$ cat src/rtl/clken_sched.sv
// CPU clock-enable scheduler: divides cpu_clk into CPU/VIA strobes and adds run/halt/step control.
// Optional breakpoint comparator is built when DIGIAC_BREAKPOINT_EN is defined.
module clken_sched #(
   parameter int DIV     = 16,
   parameter int VIA_DIV = 4
) (
   input  logic        clk,
   input  logic        reset,
   input  logic        run,
   input  logic        step,
   input  logic        sync,
   input  logic [15:0] ab,
   input  logic [15:0] bp_addr,
   input  logic        bp_en,
   output logic        cpu_clken,
   output logic        cpu_clken1,
   output logic        via_clken,
   output logic        phi2,
   output logic        halted,
   output logic        bp_hit
);
   localparam int CW = $clog2(DIV);
   localparam logic [CW-1:0] CNT_LAST    = CW'(DIV - 1);
   localparam logic [CW-1:0] CNT_PHI_CLR = CW'(DIV / 2 - 1);
   localparam logic [CW-1:0] VIA_MASK    = CW'(VIA_DIV - 1);

   typedef enum logic [1:0] {S_RUN, S_HALTED, S_STEP} state_t;

   state_t        state, state_nx;
   logic [CW-1:0] cnt;
   logic [1:0]    vld_pipe;
   logic          step_pend, slot, issue, halt_cond, bp_match;

   assign slot = (cnt == CNT_LAST);

`ifdef DIGIAC_BREAKPOINT_EN
   assign bp_match = (state == S_RUN) && slot && bp_en && sync && (ab == bp_addr);
`else
   logic unused_bp;
   assign unused_bp = ^{bp_addr, bp_en};
   assign bp_match  = 1'b0;
`endif

   assign halt_cond = !run || bp_match;

   always_comb begin
      state_nx = state;
      issue    = 1'b0;
      case (state)
         S_RUN: begin
            if (slot && sync && halt_cond) state_nx = S_HALTED;
            else                           issue    = 1'b1;
         end
         S_HALTED: begin
            // a step pulse landing on the slot itself still counts
            if (slot && run) begin
               issue    = 1'b1;
               state_nx = S_RUN;
            end else if (slot && (step_pend || step)) begin
               issue    = 1'b1;
               state_nx = S_STEP;
            end
         end
         S_STEP: begin
            if (slot && sync) state_nx = run ? S_RUN : S_HALTED;
            else              issue    = 1'b1;
         end
         default: state_nx = S_RUN;
      endcase
   end

   always_ff @(posedge clk) begin
      if (reset) cnt <= '0;
      else       cnt <= cnt + 1'b1;
   end

   always_ff @(posedge clk) begin
      if (reset) begin
         state     <= S_RUN;
         step_pend <= 1'b0;
         vld_pipe  <= '0;
         via_clken <= 1'b0;
         phi2      <= 1'b0;
         halted    <= 1'b0;
      end else begin
         state    <= state_nx;
         vld_pipe <= {vld_pipe[0], slot && issue};
         if (state == S_HALTED && state_nx != S_HALTED) step_pend <= 1'b0;
         else if (state == S_HALTED && step)            step_pend <= 1'b1;
         via_clken <= ((cnt & VIA_MASK) == VIA_MASK);
         // phi2 tracks the first half of an enabled CPU cycle only
         if (slot && issue)             phi2 <= 1'b1;
         else if (cnt == CNT_PHI_CLR)   phi2 <= 1'b0;
         halted <= (state_nx == S_HALTED);
      end
   end

   assign cpu_clken  = vld_pipe[0];
   assign cpu_clken1 = vld_pipe[1];

`ifdef DIGIAC_BREAKPOINT_EN
   always_ff @(posedge clk) begin
      if (reset)                                           bp_hit <= 1'b0;
      else if (bp_match)                                   bp_hit <= 1'b1;
      else if (state == S_HALTED && state_nx != S_HALTED)  bp_hit <= 1'b0;
   end
`else
   assign bp_hit = 1'b0;
`endif

endmodule

$ cat config.mk
export PLATFORM = sky130hd
export DESIGN_NAME = clken_sched
export DESIGN_NICKNAME = d
export VERILOG_FILES = /design/src/rtl/clken_sched.sv
export SDC_FILE = /design/constraint.sdc
export NUM_CORES = 1
export LEC_CHECK = 0
export BUFFER_PORTS_ARGS = -buffer_cell sky130_fd_sc_hd__buf_2
export CORE_UTILIZATION = 36
export DETAILED_ROUTE_END_ITERATION = 8
export PLACE_DENSITY = 0.87
export SLEW_MARGIN = 25
export SYNTH_ARGS = -nofsm -noshare
export SYNTH_HDL_FRONTEND = slang
export SYNTH_SLANG_ARGS = --single-unit
export TNS_END_PERCENT = 5
$ cat constraint.sdc
create_clock -name clk -period 3.2 [get_ports clk]
set_input_delay 0.64 -clock clk [delete_from_list [all_inputs] [get_ports clk]]
set_output_delay 0.64 -clock clk [all_outputs]
set_load 0.005 [all_outputs]
==> results.json <==
{
  "status": "finished, final reports clean",
  "clk_latency_ns": 0.27,
  "cts_root_buffer": "clkbuf_4",
  "p_leak_nw": 0.238,
  "cts_tree": "done",
  "cts_resized": 0,
  "die_y_um": 38.2,
  "yosysWarningCount": 0,
  "worstSetupEndpointType": "register",
  "drc_errors": 0,
  "drt-total-wl_um": 788,
  "finalHoldViolCount": 0,
  "dp_hpwl_um": 557,
  "avgSynthCellArea_um2": 9.27,
  "final.min_clock_period_ns": 1.36,
  "power_density_nw_per_um2": 517,
  "synth_top_area_frac": 0.508,
  "setup-tns-final_ns": 0,
  "synthTopCellsByArea": "dfxtp_1 51%, nor2_1 6.3%, nor2b_1 5.3%",
  "drt_iter0_drc": 3,
  "seq_area_frac_synth": 0.508,
  "port_buffers": 9,
  "cp.required_ns": 3.36,
  "diodes": 0,
  "fin_area_um2": 553,
  "yosysTopAreaCell": "dfxtp_1",
  "wl_per_cell_um": 10.4,
  "swShare": 0.202,
  "start_kind": "register",
  "criticalPathCategory": "register to register",
  "num_io_pins": 44,
  "seqPwrFrac": 0.544,
  "grt-ovfl-total": 0,
  "antenna_left": 0,
  "maxSlewViolCount": 0,
  "nets": 102,
  "postCtsSetupBuffers": 0,
  "power.switching_mw": 0.0577,
  "vias_per_cell": 5.17,
  "arrival_ns": 1.53,
  "fill_cells": 120,
  "vias": 393,
  "grt_antenna_before_repair": 0,
  "htree_levels": 1,
  "mostFrequentLayoutCells": "12 x dfxtp_1, 9 x buf_2, 8 x nor2_1",
  "cts_sinks": 12,
  "core_um2": 1160,
  "cts_hold_buf": 0,
  "syn_area_um2": 473,
  "placed_cell_area_um2": 517,
  "regArea_um2": 240,
  "grt_usage": 0.143,
  "yosysUniqueCellTypes": 24,
  "setup_violations": 0,
  "peakVddDrop_mv": 0.203,
  "synthCells": 51,
  "grt_pass1_wl_um": 1300,
  "fmax_mhz": 733,
  "skew_ns": 0.00441,
  "clock_path_buffers": 2,
  "rsz0062_at_grt": "no",
  "area_growth_pct": 16.9,
  "synthesis.nets": 90,
  "worstPathMaxFanout": 5,
  "numCtsBuffers": 3,
  "grt_max_degree": 12,
  "routabilityCongestion": 0.827,
  "clkPwrFrac": 0.411,
  "finalCritPeriodShare": 0.426,
  "drive_gt1_frac": 0.242,
  "layout_commonest_cell": "dfxtp_1",
  "die_w_um": 38.2,
  "clkTransAtPathRegs_ns": 0.07,
  "power.internal_mw": 0.228,
  "die-area_um2": 1460,
  "initial_core_util": 0.409,
  "dr.pass1.iters": 4,
  "first_global_vias": 325,
  "multi_input_area_um2": 210,
  "hold_path.class": "register to register",
  "power_frac_comb": 0.045,
  "drv_cap": 0,
  "rows": 12,
  "ys_seq_elements": 12
}
-- flip-flops by register name (all words and copies together), names as in the netlist --
name	flops
phi2	1
cnt	4
halted	1
step_pend	1
vld_pipe	2
state	2
via_clken	1
-- layer usage --
layer	global-route usage	up-vias	wire length (um)
li1	-	197	-
met2	0.225	12	354
met3	0.105	5	67
met4	0.0804	0	16
met5	0	-	0
met1	0.132	179	350
-- power by group through the flow --
stage | logic, mW | clock network (mW) | registers [mW]
floorplan | 0.00980 | 0 | 0.158
global placement | 0.0125 | 0 | 0.159
detailed placement | 0.0130 | 0 | 0.159
CTS | 0.0130 | 0.122 | 0.155
global route | 0.0146 | 0.130 | 0.156
finish | 0.0129 | 0.117 | 0.156
-- path summary, 6_finish.rpt --
check / from / slack, ns / end / depth (start not counted)
worst max-delay path: cnt[0]$_SDFF_PP0_ / 1.84 / phi2$_SDFFE_PP0P_ / 5
worst min-delay path: cnt[0]$_SDFF_PP0_ / 0.45 / cnt[0]$_SDFF_PP0_ / 1
worst max register to register: cnt[0]$_SDFF_PP0_ / 1.84 / phi2$_SDFFE_PP0P_ / 5
worst min register to register: cnt[0]$_SDFF_PP0_ / 0.45 / cnt[0]$_SDFF_PP0_ / 1
-- synth_stat cells (all sizes together) --
master and instances:
conb 1, dfxtp 12, xor2 1, o21ai 3, a2bb2oi 1, a31oi 1, buf 2, nand2b 1
nand2 2, a21oi 3, nor2 8, xnor2 1, or3 1, ha 1, nor3 2, nand3 1
nand4 1, o22a 1, and3 2, o32a 1, nor2b 4, inv 1
-- final cells by class --
| type | count | share of cell area |
|---|---|---|
| repair buffers | 9 | 0.0814 |
| inverters | 1 | 0.00679 |
| clock buffers | 4 | 0.0656 |
| well taps | 14 | 0.0317 |
| flip-flops and latches | 12 | 0.434 |
| multi-input cells | 36 | 0.380 |
-- critical path, cell delays in order (launching register included) --
cell and delay [ns]:
dfxtp_1 0.33, ha_1 0.26, and3_2 0.22, and3_1 0.19, a2bb2oi_1 0.18, o21ai_0 0.09
-- logic make-up after synthesis --
group | share of synthesized area
AOI/OAI and AO/OA | 0.135
xor gates and xnor gates | 0.0370
adders and majority gates | 0.0265
buffers and inverters | 0.0476
DFF | 0.508
other | 0.00793
and+or+nand+nor | 0.238
-- stage by stage --
step | setup slack, ns | power (mW) | hold WS (ns) | instances | utilization
after floorplan | 1.88 | 0.168 | 0.418 | 51 | -
after global placement | 1.72 | 0.171 | 0.431 | 72 | 0.447
after detailed placement | 1.71 | 0.172 | 0.439 | 72 | 0.447
after CTS | 1.82 | 0.291 | 0.457 | 76 | 0.478
after global routing | 1.70 | 0.300 | 0.483 | 76 | 0.478
final | 1.84 | 0.286 | 0.448 | 76 | 0.478
Power figures use the tool's default switching activity.
